## config.mk

```make
export PLATFORM = sky130hd
export DESIGN_NAME = ir_dir_scheduler
export DESIGN_NICKNAME = d
export VERILOG_FILES = /design/src/rtl/snake_ir_pkg.sv /design/src/rtl/ir_dir_fifo.sv /design/src/rtl/ir_dir_scheduler.sv
export SDC_FILE = /design/constraint.sdc
export NUM_CORES = 1
export LEC_CHECK = 0
export ABC_AREA = 1
export ABC_CLOCK_PERIOD_IN_PS = 2950
export CELL_PAD_IN_SITES_DETAIL_PLACEMENT = 1
export CELL_PAD_IN_SITES_GLOBAL_PLACEMENT = 1
export CORE_MARGIN = 2
export CORE_UTILIZATION = 42
export CTS_CLUSTER_SIZE = 20
export DETAILED_ROUTE_END_ITERATION = 10
export GPL_TIMING_DRIVEN = 0
export PLACE_DENSITY = 0.86
export RECOVER_POWER = 25
export SETUP_SLACK_MARGIN = 0.05
export SYNTH_ARGS = -nofsm -noshare
export SYNTH_HDL_FRONTEND = slang
export SYNTH_SLANG_ARGS = --single-unit
```

## constraint.sdc

```tcl
create_clock -name clk -period 2.95 [get_ports clk]
set_input_delay 0.295 -clock clk [delete_from_list [all_inputs] [get_ports clk]]
set_output_delay 0.295 -clock clk [all_outputs]
set_load 0.005 [all_outputs]
```

## src/rtl/snake_ir_pkg.sv

```systemverilog
// Shared types and helpers for the IR direction scheduler: direction codes,
// NEC command bytes, scheduler FSM states and command/direction mapping.
package snake_ir_pkg;

    typedef enum logic [1:0] {
        DIR_UP    = 2'd0,
        DIR_DOWN  = 2'd1,
        DIR_LEFT  = 2'd2,
        DIR_RIGHT = 2'd3
    } dir_t;

    typedef enum logic [1:0] {
        ST_IDLE,
        ST_CHECK,
        ST_FILTER
    } sched_state_t;

    localparam logic [7:0] CMD_UP    = 8'h6A;
    localparam logic [7:0] CMD_DOWN  = 8'hEA;
    localparam logic [7:0] CMD_LEFT  = 8'h1A;
    localparam logic [7:0] CMD_RIGHT = 8'h9A;

    function automatic dir_t opposite(input dir_t d);
        dir_t r;
        r = DIR_DOWN;
        case (d)
            DIR_UP:    r = DIR_DOWN;
            DIR_DOWN:  r = DIR_UP;
            DIR_LEFT:  r = DIR_RIGHT;
            DIR_RIGHT: r = DIR_LEFT;
            default:   r = DIR_DOWN;
        endcase
        return r;
    endfunction

    function automatic logic nec_cmd_known(input logic [7:0] cmd);
        return (cmd == CMD_UP) || (cmd == CMD_DOWN) ||
               (cmd == CMD_LEFT) || (cmd == CMD_RIGHT);
    endfunction

    // Unknown commands map to DIR_UP; callers gate with nec_cmd_known.
    function automatic dir_t nec_cmd_to_dir(input logic [7:0] cmd);
        dir_t r;
        r = DIR_UP;
        case (cmd)
            CMD_DOWN:  r = DIR_DOWN;
            CMD_LEFT:  r = DIR_LEFT;
            CMD_RIGHT: r = DIR_RIGHT;
            default:   r = DIR_UP;
        endcase
        return r;
    endfunction

endpackage

```

## src/rtl/ir_dir_fifo.sv

```systemverilog
// Small direction FIFO with extra-MSB pointers; head is read combinationally.
module ir_dir_fifo
    import snake_ir_pkg::*;
#(
    parameter int unsigned DEPTH = 4
) (
    input  logic clk,
    input  logic reset,
    input  logic push_i,
    input  dir_t data_i,
    input  logic pop_i,
    output dir_t head_o,
    output logic full_o,
    output logic empty_o
);

    localparam int unsigned AW = $clog2(DEPTH);

    logic [AW:0] wrPtr_q;
    logic [AW:0] rdPtr_q;
    dir_t        mem_q [DEPTH];
    logic        doPop;
    logic        doPush;

    assign empty_o = (wrPtr_q == rdPtr_q);
    assign full_o  = (wrPtr_q[AW] != rdPtr_q[AW]) &&
                     (wrPtr_q[AW-1:0] == rdPtr_q[AW-1:0]);
    // A full FIFO may still accept a push when the head leaves in the same cycle.
    assign doPop   = pop_i && !empty_o;
    assign doPush  = push_i && (!full_o || doPop);
    assign head_o  = mem_q[rdPtr_q[AW-1:0]];

    always_ff @(posedge clk or posedge reset) begin
        if (reset) begin
            wrPtr_q <= '0;
            rdPtr_q <= '0;
        end else begin
            if (doPush) wrPtr_q <= wrPtr_q + (AW+1)'(1);
            if (doPop)  rdPtr_q <= rdPtr_q + (AW+1)'(1);
        end
    end

    always_ff @(posedge clk) begin
        if (doPush) mem_q[wrPtr_q[AW-1:0]] <= data_i;
    end

endmodule

```

## src/rtl/ir_dir_scheduler.sv

```systemverilog
// Validates NEC frames, filters illegal snake moves and queues the rest.
// Optional statistics counters are enabled by defining IR_DIR_STATS_EN.
module ir_dir_scheduler
    import snake_ir_pkg::*;
#(
    parameter int unsigned DEPTH          = 4,
    parameter logic [31:0] HOLDOFF_CYCLES = 32'd5_000_000,
    parameter logic [7:0]  NEC_ADDR       = 8'h20,
    parameter dir_t        RESET_DIR      = DIR_RIGHT
) (
    input  logic        clk,
    input  logic        reset,
    input  logic [31:0] ir_word,
    input  logic        ir_strobe,
    output dir_t        dir_out,
    output logic        dir_valid,
    input  logic        dir_ready,
    output logic        frame_err,
    output logic        overflow
`ifdef IR_DIR_STATS_EN
    ,
    output logic [15:0] stat_accept,
    output logic [15:0] stat_err,
    output logic [15:0] stat_drop
`endif
);

    sched_state_t state_q;
    logic [31:0]  word_q;
    dir_t         dir_q;
    dir_t         lastDir_q;
    logic [31:0]  holdCnt_q;
    logic [31:0]  holdCnt_d;
    logic         frameErr_q;
    logic         overflow_q;

    logic frameOk;
    logic legalMove;
    logic popFire;
    logic pushFire;
    logic overflowHit;
    logic fifoFull;
    logic fifoEmpty;
    dir_t fifoHead;

    assign frameOk = (word_q[31:24] == NEC_ADDR) &&
                     (word_q[23:16] == ~word_q[31:24]) &&
                     (word_q[7:0] == ~word_q[15:8]) &&
                     nec_cmd_known(word_q[15:8]);

    // Filtering against the last enqueued move lets queued moves chain legally.
    assign legalMove   = (dir_q != lastDir_q) && (dir_q != opposite(lastDir_q));
    assign popFire     = dir_ready && !fifoEmpty;
    assign pushFire    = (state_q == ST_FILTER) && legalMove && (!fifoFull || popFire);
    assign overflowHit = (state_q == ST_FILTER) && legalMove && fifoFull && !popFire;

    always_comb begin
        holdCnt_d = holdCnt_q;
        if (pushFire)
            holdCnt_d = HOLDOFF_CYCLES;
        else if (holdCnt_q != 32'd0)
            holdCnt_d = holdCnt_q - 32'd1;
    end

    always_ff @(posedge clk or posedge reset) begin
        if (reset) begin
            state_q    <= ST_IDLE;
            word_q     <= '0;
            dir_q      <= RESET_DIR;
            lastDir_q  <= RESET_DIR;
            holdCnt_q  <= '0;
            frameErr_q <= 1'b0;
            overflow_q <= 1'b0;
        end else begin
            holdCnt_q  <= holdCnt_d;
            frameErr_q <= 1'b0;
            overflow_q <= 1'b0;
            case (state_q)
                ST_IDLE: begin
                    if (ir_strobe && (holdCnt_q == 32'd0)) begin
                        word_q  <= ir_word;
                        state_q <= ST_CHECK;
                    end
                end
                ST_CHECK: begin
                    if (frameOk) begin
                        dir_q   <= nec_cmd_to_dir(word_q[15:8]);
                        state_q <= ST_FILTER;
                    end else begin
                        frameErr_q <= 1'b1;
                        state_q    <= ST_IDLE;
                    end
                end
                ST_FILTER: begin
                    if (pushFire) lastDir_q <= dir_q;
                    overflow_q <= overflowHit;
                    state_q    <= ST_IDLE;
                end
                default: state_q <= ST_IDLE;
            endcase
        end
    end

    ir_dir_fifo #(
        .DEPTH(DEPTH)
    ) u_fifo (
        .clk    (clk),
        .reset  (reset),
        .push_i (pushFire),
        .data_i (dir_q),
        .pop_i  (dir_ready),
        .head_o (fifoHead),
        .full_o (fifoFull),
        .empty_o(fifoEmpty)
    );

    assign dir_out   = fifoEmpty ? RESET_DIR : fifoHead;
    assign dir_valid = !fifoEmpty;
    assign frame_err = frameErr_q;
    assign overflow  = overflow_q;

`ifdef IR_DIR_STATS_EN
    logic [15:0] statAccept_q;
    logic [15:0] statErr_q;
    logic [15:0] statDrop_q;

    always_ff @(posedge clk or posedge reset) begin
        if (reset) begin
            statAccept_q <= '0;
            statErr_q    <= '0;
            statDrop_q   <= '0;
        end else begin
            if (pushFire && (statAccept_q != 16'hFFFF))
                statAccept_q <= statAccept_q + 16'd1;
            if ((state_q == ST_CHECK) && !frameOk && (statErr_q != 16'hFFFF))
                statErr_q <= statErr_q + 16'd1;
            if ((state_q == ST_FILTER) && (!legalMove || overflowHit) && (statDrop_q != 16'hFFFF))
                statDrop_q <= statDrop_q + 16'd1;
        end
    end

    assign stat_accept = statAccept_q;
    assign stat_err    = statErr_q;
    assign stat_drop   = statDrop_q;
`endif

endmodule

```

==> flow_summary.toml <==
[sta]
fin_crit_ns = 2.41
finClkSkew_ns = 0.0171
timing_hold_violations_final = 0
fin_ws_ns = 0.538
report.final.slew_viol_count = 0
worst_pin_slew_ns = 1.39
max_freq_mhz = 415
rsz0062_at_grt = "false"
setup_viol_count_final = 0
period_share_pct = 81.8
slew_headroom_pct = 6.76

[layout]
mostFrequentLayoutCells = "nand2_1 (230), nor2_1 (117), dfrtp_1 (74)"
antennaDiodeCount = 0
fill_cells = 1365
syn_to_final_growth_pct = 17.1
final-seq-area_mm2 = 0.00217
drive_gt1_share_pct = 6.62
final_common_cell = "nand2_1"
finalNonFillerCells = 835
finalInstanceArea_mm2 = 0.00543
nNetsFinal = 732
utilization_pct = 50.3
multi_input_area_mm2 = 0.00210

[hold_path]
min_delay_path_depth = 3
hold_end = "word_q[20]$_DFFE_PP0P_"
hold_start = "ir_word[20]"
hold_path_class = "in2reg"

[worst_setup_path]
crit_path_cell_trace = "inv_1 -> nand2_1 -> a22oi_1 -> nand2_1 -> o221ai_1 -> clkdlybuf4s50_1"
r2r-start = "holdCnt_q[0]$_DFFE_PP0P_"
worst_r2r_path_depth = 10
critical-path-max-stage-delay_ns = 0.53
cp.required_ns = 2.65
rrSetupSlack_ns = 0.87
path_common_cell = "nand2_1"
start_kind = "flop"
path_class = "reg2out"
r2r_end = "holdCnt_q[23]$_DFFE_PP0P_"
worstSetupEndpointType = "primary output"
cpMaxStageDelayCell = "clkdlybuf4s50_1"
cp.arrival_ns = 2.12
cp_max_fo = 5

[drt]
wl_um = 12400
vias_per_cell = 5.02
wl_per_cell_um = 14.9
first_iter_violations = 169
vias = 4193
drcViolationCount = 0
firstDrtPassIters = 4
ant_nets = 0

[die]
core_mm2 = 0.0108
die-area_mm2 = 0.0119
die_h_um = 109
pin_count = 41
start_util_pct = 43.0
rows = 38
die_x_um = 109

[grt]
grt_pass1_vias = 4426
antenna_found_initial = 0
grt_use_total_pct = 22.8
grt_max_degree = 50
gr-total-overflow = 0
grt_pass1_wl_um = 20700

[logic_synthesis]
seq_area_frac_synth_pct = 46.8
synthCells = 638
ys_types = 30
netlist_area_mm2 = 0.00464
synth.avg_cell_area_um2 = 7.27
ys_ff_latch = 85
syn_nets = 680
ys_warn_count = 0

[place]
place_hpwl_um = 9300
place.port_buffers = 40
post-place-ws_ns = 0.908
gp_congestion = 0.865
post_dp_cell_area_mm2 = 0.00524
dp_cells = 819

[clocking]
clock_latency_ns = 0.39
cts_tree = "yes"
post-cts-setup-buffers = 0
ctsResizeCount = 0
cts_buffers = 9
clkTransAtPathRegs_ns = 0.10
clk_path_buf_depth = 2
cts.sinks = 85
htreeDepth = 3
ctsRootBufferMaster = "clkbuf_8"
postCtsHoldBufs = 0

[power]
power_per_cell_area_mw_per_mm2 = 388
total_power_mw = 2.11
leakage_nw = 2.68
ir_drop_mv = 0.181

[run_status]
status = "finished clean"

[job]
maxCapViolCount = 0
[logic make-up (layout without fill, tap and decap cells)]
kind of cell               Yosys count  in the layout  share of synthesized area, %
xor gates and xnor gates            19             19                          3.59
DFF                                 85             85                          46.8
adders and majority gates            6              6                          1.62
AOI/OAI and AO/OA                   26             26                          3.02
and+or+nand+nor                    416            416                          37.1
buffers and inverters               86            143                          7.90
[worst max path at each step]
stage / start / end / slack, ns / cells after the start
after floorplan: reset / frame_err$_DFF_PP0_ / 0.69 / 1
after global placement: reset / u_fifo.rdPtr_q[0]$_DFFE_PP0P_ / -0.68 / 2
after detailed placement: holdCnt_q[0]$_DFFE_PP0P_ / holdCnt_q[6]$_DFFE_PP0P_ / 0.91 / 10
after CTS: u_fifo.rdPtr_q[1]$_DFFE_PP0P_ / dir_out[0] / 0.54 / 6
after global routing: u_fifo.rdPtr_q[1]$_DFFE_PP0P_ / dir_out[1] / 0.43 / 6
final: u_fifo.rdPtr_q[1]$_DFFE_PP0P_ / dir_out[0] / 0.54 / 6
[stage by stage]
step | setup TNS [ns] | hold WS [ns]
2_1_floorplan | 0 | 0.405
3_3_place_gp | -50.19 | 0.463
3_5_place_dp | 0 | 0.482
4_1_cts | 0 | 0.261
5_1_grt | 0 | 0.447
6_report | 0 | 0.437
[synthesized netlist by cell type, drive strengths merged]
| master | number | area share (%) |
|---|---|---|
| o21ai | 22 | 2.4 |
| and2 | 2 | 0.27 |
| or2 | 3 | 0.40 |
| a21oi | 1 | 0.11 |
| dfstp | 3 | 1.7 |
| xor2 | 14 | 2.6 |
| nor2 | 123 | 11 |
| a22oi | 1 | 0.16 |
| nand3 | 38 | 4.2 |
| nand2 | 233 | 19 |
| ha | 6 | 1.6 |
| edfxtp | 8 | 5.2 |
| dfrtp | 74 | 40 |
| clkinv | 1 | 0.11 |
| xnor2 | 5 | 0.94 |
| buf | 12 | 1.9 |
| inv | 73 | 5.9 |
| nor3 | 8 | 0.86 |
| nand3b | 2 | 0.32 |
| nand4 | 7 | 1.3 |
| o221ai | 2 | 0.38 |
[flip-flops by register name (all words and copies together) (netlist names)]
signal          flops
lastDir_q           1
state_q             2
u_fifo.mem_q        8
dir_q               2
frame_err           1
word_q             32
u_fifo.rdPtr_q      3
overflow            1
holdCnt_q          32
u_fifo.wrPtr_q      3
[per-layer routing]
metal / wire length [um] / GRT usage (%) / share of wire [%] / vias to the layer above
li1: - / - / - / 2060
met1: 5690 / 28.1 / 46 / 2048
met2: 6220 / 39.6 / 50 / 67
met3: 300 / 3.53 / 2.4 / 18
met4: 229 / 8.97 / 1.8 / 0
met5: 0 / 0 / 0 / -
[power breakdown]
part	switching [mW]	total (mW)	internal (mW)
Combinational	0.0290	0.0729	0.0439
Clock	0.466	0.857	0.391
Sequential	0	1.18	1.18
[final cells by class]
type / instances / share of cell area [%]
Multi-Input combinational cell: 467 / 38.7
Timing Repair Buffer: 41 / 7.88
Clock buffer: 10 / 2.35
Sequential cell: 85 / 40.0
Clock inverter: 6 / 1.15
Inverter: 74 / 5.16
Buffer: 12 / 1.61
Tap cell: 140 / 3.22
[worst max-delay path: cells and delay by family, from the launching register on]
kind                   cells  cell delay [ns]
AOI/OAI and AO/OA          2             0.35
buffers and inverters      2             0.68
and+or+nand+nor            2             0.25
DFF                        1             0.45
Note: power is estimated with default switching activity, not from simulation.
